$ cat src/rtl/cselector_sync.sv
`default_nettype none
// ============================================================================
// Module      : cselector_sync
// Description : Token selector / multicast fan-out with join.
//               An upstream token (i_drive + i_select mask) is launched as a
//               one-cycle o_driveNext pulse on every selected port. The block
//               then waits for i_freeNext releases (all selected ports when
//               JOIN_ALL=1, any one when JOIN_ALL=0), or for an optional
//               timeout, and returns a one-cycle o_free pulse upstream.
//               One token can be held in a pending slot while busy.
// Ports       : clk, rst            - clock, synchronous active-high reset
//               i_select, i_drive   - upstream token request and port mask
//               o_free              - upstream token release pulse
//               o_driveNext         - per-port token pulse
//               i_freeNext          - per-port release pulse
//               i_timeout_limit     - WAIT cycle limit, 0 disables timeout
//               i_clr_err           - clears the sticky error flags
//               o_busy              - FSM active or pending slot full
//               o_err_nosel, o_err_overrun, o_timeout - sticky error flags
// Revision    : 1.0 - initial release
// ============================================================================
module cselector_sync #(
  parameter int NUM_PORTS = 8,
  parameter int JOIN_ALL  = 1,
  parameter int TIMEOUT_W = 8
) (
  input  logic                 clk,
  input  logic                 rst,
  input  logic [NUM_PORTS-1:0] i_select,
  input  logic                 i_drive,
  output logic                 o_free,
  output logic [NUM_PORTS-1:0] o_driveNext,
  input  logic [NUM_PORTS-1:0] i_freeNext,
  input  logic [TIMEOUT_W-1:0] i_timeout_limit,
  input  logic                 i_clr_err,
  output logic                 o_busy,
  output logic                 o_err_nosel,
  output logic                 o_err_overrun,
  output logic                 o_timeout
);

  typedef enum logic [1:0] {
    ST_IDLE = 2'd0,
    ST_FIRE = 2'd1,
    ST_WAIT = 2'd2,
    ST_DONE = 2'd3
  } state_t;

  localparam logic [TIMEOUT_W-1:0] C_CNT_ONE = TIMEOUT_W'(1);

  state_t                 r_state_q;
  logic [NUM_PORTS-1:0]   r_sel_q;
  logic [NUM_PORTS-1:0]   r_got_q;
  logic                   r_pend_vld_q;
  logic [NUM_PORTS-1:0]   r_pend_mask_q;
  logic [TIMEOUT_W-1:0]   r_cnt_q;
  logic [NUM_PORTS-1:0]   r_drive_q;
  logic                   r_free_q;
  logic                   r_err_nosel_q;
  logic                   r_err_overrun_q;
  logic                   r_timeout_q;

  logic                   w_launch;
  logic [NUM_PORTS-1:0]   w_launch_mask;
  logic [NUM_PORTS-1:0]   w_free_hit;
  logic [NUM_PORTS-1:0]   w_got_all;
  logic                   w_complete;
  logic [TIMEOUT_W-1:0]   w_cnt_inc;
  logic                   w_timeout_hit;
  logic                   w_nosel_evt;
  logic                   w_overrun_evt;
  logic                   w_timeout_evt;

  always_comb begin
    // The pending token always has precedence over a fresh request so
    // tokens leave in arrival order.
    w_launch      = (r_state_q == ST_IDLE) && (r_pend_vld_q || i_drive);
    w_launch_mask = r_pend_vld_q ? r_pend_mask_q : i_select;

    w_free_hit = i_freeNext & r_sel_q;
    w_got_all  = r_got_q | w_free_hit;
    if (JOIN_ALL != 0) begin
      w_complete = (w_got_all == r_sel_q);
    end else begin
      w_complete = (w_free_hit != '0) || (r_got_q != '0);
    end

    // Saturating increment; the compare uses the post-increment value so
    // a limit of N aborts after exactly N WAIT cycles.
    w_cnt_inc     = (&r_cnt_q) ? r_cnt_q : (r_cnt_q + C_CNT_ONE);
    w_timeout_hit = (i_timeout_limit != '0) && (w_cnt_inc == i_timeout_limit);

    w_nosel_evt   = w_launch && (w_launch_mask == '0);
    w_overrun_evt = i_drive && (r_state_q != ST_IDLE) && r_pend_vld_q;
    // Completion wins over a same-cycle timeout.
    w_timeout_evt = (r_state_q == ST_WAIT) && !w_complete && w_timeout_hit;
  end

  always_ff @(posedge clk) begin
    if (rst) begin
      r_state_q       <= ST_IDLE;
      r_sel_q         <= '0;
      r_got_q         <= '0;
      r_pend_vld_q    <= 1'b0;
      r_pend_mask_q   <= '0;
      r_cnt_q         <= '0;
      r_drive_q       <= '0;
      r_free_q        <= 1'b0;
      r_err_nosel_q   <= 1'b0;
      r_err_overrun_q <= 1'b0;
      r_timeout_q     <= 1'b0;
    end else begin
      // Output pulses default low; each is raised for exactly one cycle.
      r_drive_q <= '0;
      r_free_q  <= 1'b0;

      case (r_state_q)
        ST_IDLE: begin
          if (w_launch) begin
            r_sel_q <= w_launch_mask;
            r_got_q <= '0;
            if (w_launch_mask == '0) begin
              // Nothing to fan out, but upstream still needs its release.
              r_state_q <= ST_DONE;
            end else begin
              r_state_q <= ST_FIRE;
              r_drive_q <= w_launch_mask;
            end
          end
        end
        ST_FIRE: begin
          r_got_q   <= w_got_all;
          r_cnt_q   <= '0;
          r_state_q <= ST_WAIT;
        end
        ST_WAIT: begin
          r_got_q <= w_got_all;
          r_cnt_q <= w_cnt_inc;
          if (w_complete || w_timeout_hit) begin
            r_state_q <= ST_DONE;
          end
        end
        ST_DONE: begin
          r_free_q  <= 1'b1;
          r_state_q <= ST_IDLE;
        end
        default: begin
          r_state_q <= ST_IDLE;
        end
      endcase

      // Single-entry pending slot.
      if (r_state_q == ST_IDLE) begin
        if (r_pend_vld_q) begin
          if (i_drive) begin
            // Pending token launches now; the new one takes its place.
            r_pend_mask_q <= i_select;
          end else begin
            r_pend_vld_q <= 1'b0;
          end
        end
      end else if (i_drive && !r_pend_vld_q) begin
        r_pend_vld_q  <= 1'b1;
        r_pend_mask_q <= i_select;
      end

      // Sticky flags: a same-cycle event beats the clear.
      r_err_nosel_q   <= (r_err_nosel_q   & ~i_clr_err) | w_nosel_evt;
      r_err_overrun_q <= (r_err_overrun_q & ~i_clr_err) | w_overrun_evt;
      r_timeout_q     <= (r_timeout_q     & ~i_clr_err) | w_timeout_evt;
    end
  end

  assign o_driveNext   = r_drive_q;
  assign o_free        = r_free_q;
  assign o_busy        = (r_state_q != ST_IDLE) || r_pend_vld_q;
  assign o_err_nosel   = r_err_nosel_q;
  assign o_err_overrun = r_err_overrun_q;
  assign o_timeout     = r_timeout_q;

endmodule
`default_nettype wire

$ cat config.mk
export PLATFORM = sky130hd
export DESIGN_NAME = cselector_sync
export DESIGN_NICKNAME = d
export VERILOG_FILES = /design/src/rtl/cselector_sync.sv
export SDC_FILE = /design/constraint.sdc
export NUM_CORES = 1
export LEC_CHECK = 0
export CORE_MARGIN = 2
export CORE_UTILIZATION = 30
export CTS_CLUSTER_DIAMETER = 40
export DETAILED_ROUTE_END_ITERATION = 7
export GPL_TIMING_DRIVEN = 0
export PLACE_DENSITY = 0.49
export SYNTH_ARGS = -nofsm -noshare
export SYNTH_HDL_FRONTEND = slang
export SYNTH_SLANG_ARGS = --single-unit
$ cat constraint.sdc
create_clock -name clk -period 3 [get_ports clk]
set_input_delay 0.3 -clock clk [delete_from_list [all_inputs] [get_ports clk]]
set_output_delay 0.3 -clock clk [all_outputs]
set_load 0.02 [all_outputs]
==> results of run 1 <==
## how the worst min path moves through the flow
stage,start,endpoint,slack (ps),depth (start not counted)
after floorplan,i_select[0],r_pend_mask_q[0],440,2
after CTS,r_got_q[5],r_got_q[5],490,2
after global placement,r_got_q[4],r_got_q[4],460,2
after global routing,r_got_q[7],r_got_q[7],540,2
after detailed placement,r_got_q[5],r_got_q[5],480,2
final,r_got_q[5],r_got_q[5],490,2
## critical path, delay by kind of cell (launching register included)
kind | cells | cell delay, ps
adder cells (fa/ha/maj) | 1 | 190
AO/OA/AOI/OAI | 3 | 1060
AND/OR/NAND/NOR | 3 | 620
buffers and inverters | 1 | 190
flip-flops | 1 | 470
## logic make-up (layout without fill, tap and decap cells)
family	after synthesis	after routing
AND/OR/NAND/NOR	121	121
AO/OA/AOI/OAI	68	68
flip-flops	47	47
buffers and inverters	25	72
multiplexers	18	18
adder cells (fa/ha/maj)	4	4
XOR/XNOR	3	3
## cell type report
type	count	share of cell area
Multi-Input combinational cell	214	0.440
Inverter	10	0.0125
Sequential cell	47	0.312
Clock buffer	5	0.0228
Clock inverter	3	0.0154
Tap cell	102	0.0424
Timing Repair Buffer	39	0.130
Buffer	15	0.0249
## metal layers
layer | vias up | share of wire | wire (µm) | track usage
li1 | 1129 | - | - | -
met1 | 1017 | 0.53 | 3200 | 0.221
met3 | 2 | 0.033 | 196 | 0.0306
met4 | 0 | 0.0042 | 25 | 0.0294
met5 | - | 0 | 0 | 0
met2 | 36 | 0.43 | 2600 | 0.226
## flip-flops by register name, indices dropped and copies added, names as in the netlist
signal         cells
r_sel_q            8
o_driveNext        8
r_cnt_q            8
o_err_overrun      1
o_err_nosel        1
r_pend_mask_q      8
r_pend_vld_q       1
o_timeout          1
r_got_q            8
r_state_q          2
o_free             1
## cell usage in the layout, fill, tap and decap left out, types with 2 or more instances in the layout
cell	Yosys	final
nor4_1	7	7
clkbuf_1	8	8
xnor2_1	2	2
or3_1	3	3
buf_4	2	2
nand3_1	6	6
dfxtp_1	47	47
clkdlybuf4s50_1	0	39
a211oi_1	12	12
inv_1	10	10
o211ai_2	2	2
a31oi_1	8	8
mux2i_1	17	17
nand2b_1	4	4
a32oi_1	2	2
a311oi_1	2	2
o2111ai_1	3	3
nor3_1	8	8
a21oi_1	15	15
ha_1	4	4
clkbuf_8	0	5
nand2_1	15	15
buf_2	3	3
nor2b_1	6	6
and4_1	2	2
a22oi_1	2	2
o21ai_0	10	10
nor3b_1	7	7
nor2_1	56	56
## through the flow
step | instances | total power, µW | utilization
final | 435 | 2190 | 0.392
after global routing | 435 | 2350 | 0.392
after CTS | 435 | 2210 | 0.392
after detailed placement | 427 | 1730 | 0.377
after global placement | 427 | 1730 | 0.377
after floorplan | 286 | 1430 | -
## power by group through the flow
| stage | registers (µW) | clock network [µW] | logic (µW) |
|---|---|---|---|
| after global routing | 849 | 520 | 985 |
| after global placement | 841 | 0 | 887 |
| final | 828 | 479 | 880 |
| after detailed placement | 844 | 0 | 885 |
| after CTS | 829 | 493 | 888 |
| after floorplan | 842 | 0 | 586 |
==> reports/qor.csv, run 1 <==
stage;metric;value;unit
place;input/output buffers;39;
cts;H-tree depth;2;
global_routing;vias in the first global route;2081;
sta;Tcrit/Tclk final;0.860;
yosys;share of the synthesized area in the top cell type;0.395;
floorplan;Die H;93.1;µm
layout;Final #Nets;364;
cts;maximum clock insertion buffer count;2;
sta;worst rel slew slack;0.556;
sta;Fin. Hold Viols;0;
global_routing;Remaining Overflow, GRT;0;
place;Post-DP Area;2900;µm²
yosys;adder-cell share of the synthesized area;0.0210;
pwr;Flop pwr share;0.379;
pwr;switch share;0.392;
pwr;combinational share of power;0.402;
sta;RSZ-0062 raised after global routing;no;
sta;Final setup viols;0;
floorplan;Core ar.;7690;µm²
sta;Fin Setup TNS;0;ps
worst_setup_path;Worst Path Max Fanout;9;
worst_setup_path;WP data required;3240;ps
floorplan;Initial Utilization;0.310;
worst_setup_path;Worst Path Arrival;2820;ps
layout;Area growth, synth to finish;26.6;%
worst_setup_path;worst path cell trace;ha_1 -> buf_2 -> nand4_2 -> o311ai_0 -> o2111ai_1 -> or2_1 -> o32a_1 -> nor2_1;
yosys;post-synthesis cell count;286;
flow_run;max cap viols;0;
sta;Max Slew Vio Count;0;
sta;Max Fclk;387;MHz
yosys;predominant post-synthesis flop cell;dfxtp_1;
outcome;status;finished clean;
cts;worst skew pair latency;300;ps
yosys;commonest cells in the netlist;56 x nor2_1, 47 x dfxtp_1, 17 x mux2i_1;
routing;Post-DRT Antenna Nets;0;
yosys;Syn Nets;318;
routing;DRT iter0 DRCs;118;
cts;CTS Sinks;47;
worst_setup_path;Reg2Reg Depth;8;
yosys;sequential-to-total area share from yosys stat;0.395;
sta;post-layout min period;2580;ps
worst_setup_path;CP max stage delay;470;ps
layout;final instance area;3010;µm²
global_routing;GRT Overall Usage;0.150;
routing;DRT Pass-1 Iters;4;
sta;measured slew at the worst slew-check pin;665;ps
cts;CTS Buf Count;5;
layout;ant diodes;0;
yosys;Avg Synthesized Cell Area;8.32;µm²
sta;Layout Skew;10.7;ps
yosys;Synth Area in XOR/XNOR;0.0110;
pwr;Sw Pwr;856;µW
floorplan;Die Area;8660;µm²
place;DPL Wire Length;4700;µm
floorplan;Placement Rows;32;
place;worst slack, placed;485;ps
routing;via count;2184;
yosys;post-synthesis mux area share;0.0762;
cts;Worst-path clk slew;90;ps
pwr;Leak;0.00108;µW
worst_setup_path;Critical Path End;o_timeout;
cts;CTS Root Cell;clkbuf_8;
worst_setup_path;slowest cell on the critical path;dfxtp_1;
global_routing;antenna violations before repair;0;
floorplan;Die Wd;93.1;µm
worst_setup_path;CP Launch Type;flip-flop;
worst_setup_path;CP endpoint kind;flip-flop;
pwr;peak supply drop;0.422;mV
layout;sequential cell area;941;µm²
cts;Post-CTS Setup Inserts;0;
yosys;top cells by area, synth;dfxtp_1 40%, nor2_1 8.8%, mux2i_1 7.2%;
pwr;Clock power frac;0.219;
routing;Via density;5.02;
cts;post-CTS sizing;0;
worst_setup_path;Setup crit start;r_cnt_q[0];
sta;worst setup margin;419;ps
cts;CTS tree;yes;
yosys;Mapped Area;2380;µm²
layout;share of post-route cells with drive strength above 1;0.0661;
layout;Filler Cell Count;815;
global_routing;largest net degree at the start of global routing;17;
cts;CTS Hold Bufs;0;
yosys;Post-synth EDFFs;0;
routing;Remaining DRCs;0;
yosys;largest family of logic cells by synthesized area;simple AND/OR/NAND/NOR gates;
yosys;synth unique cells;50;
yosys;top-count cell post-synth;nor2_1;
floorplan;I/O pins;41;
worst_setup_path;r2r startpoint;r_cnt_q[0];
yosys;Synth Area in Compound Gates;0.200;
pwr;Int Pwr;1330;µW
worst_setup_path;R2R setup slack;420;ps
place;RePlAce Congestion;0.824;
yosys;Syn. warnings;0;
pwr;Power per Cell Area;726;nW/µm²
worst_setup_path;Crit Path Class;reg -> reg;
yosys;#FFs+latches synth;47;
yosys;Post-Synth Simple-Gate Area;0.249;
yosys;Synth area leader;dfxtp_1;
yosys;Async SR Flop Fraction;0;
global_routing;first-pass GRT wire length;10400;µm
sta;hold_ws;487;ps
routing;DR WL/cell;13.8;µm
layout;area of the multi-input gates;1330;µm²
routing;final WL;6020;µm
worst_setup_path;worst flop-to-flop path endpoint;o_timeout;
hold_path;Tightest Hold Check Type;reg -> reg;
Power figures use the tool's default switching activity.
==> run 2: changes to the inputs <==
--- a/config.mk
+++ b/config.mk
@@ -7,10 +7,11 @@
 export LEC_CHECK = 0
 export CORE_MARGIN = 2
 export CORE_UTILIZATION = 30
-export CTS_CLUSTER_DIAMETER = 40
+export CTS_CLUSTER_DIAMETER = 60
 export DETAILED_ROUTE_END_ITERATION = 7
 export GPL_TIMING_DRIVEN = 0
 export PLACE_DENSITY = 0.49
 export SYNTH_ARGS = -nofsm -noshare
 export SYNTH_HDL_FRONTEND = slang
 export SYNTH_SLANG_ARGS = --single-unit
+export TNS_END_PERCENT = 50
==> results of run 2 <==
The final DEF is identical to that of run 1; final timing and power are the same.
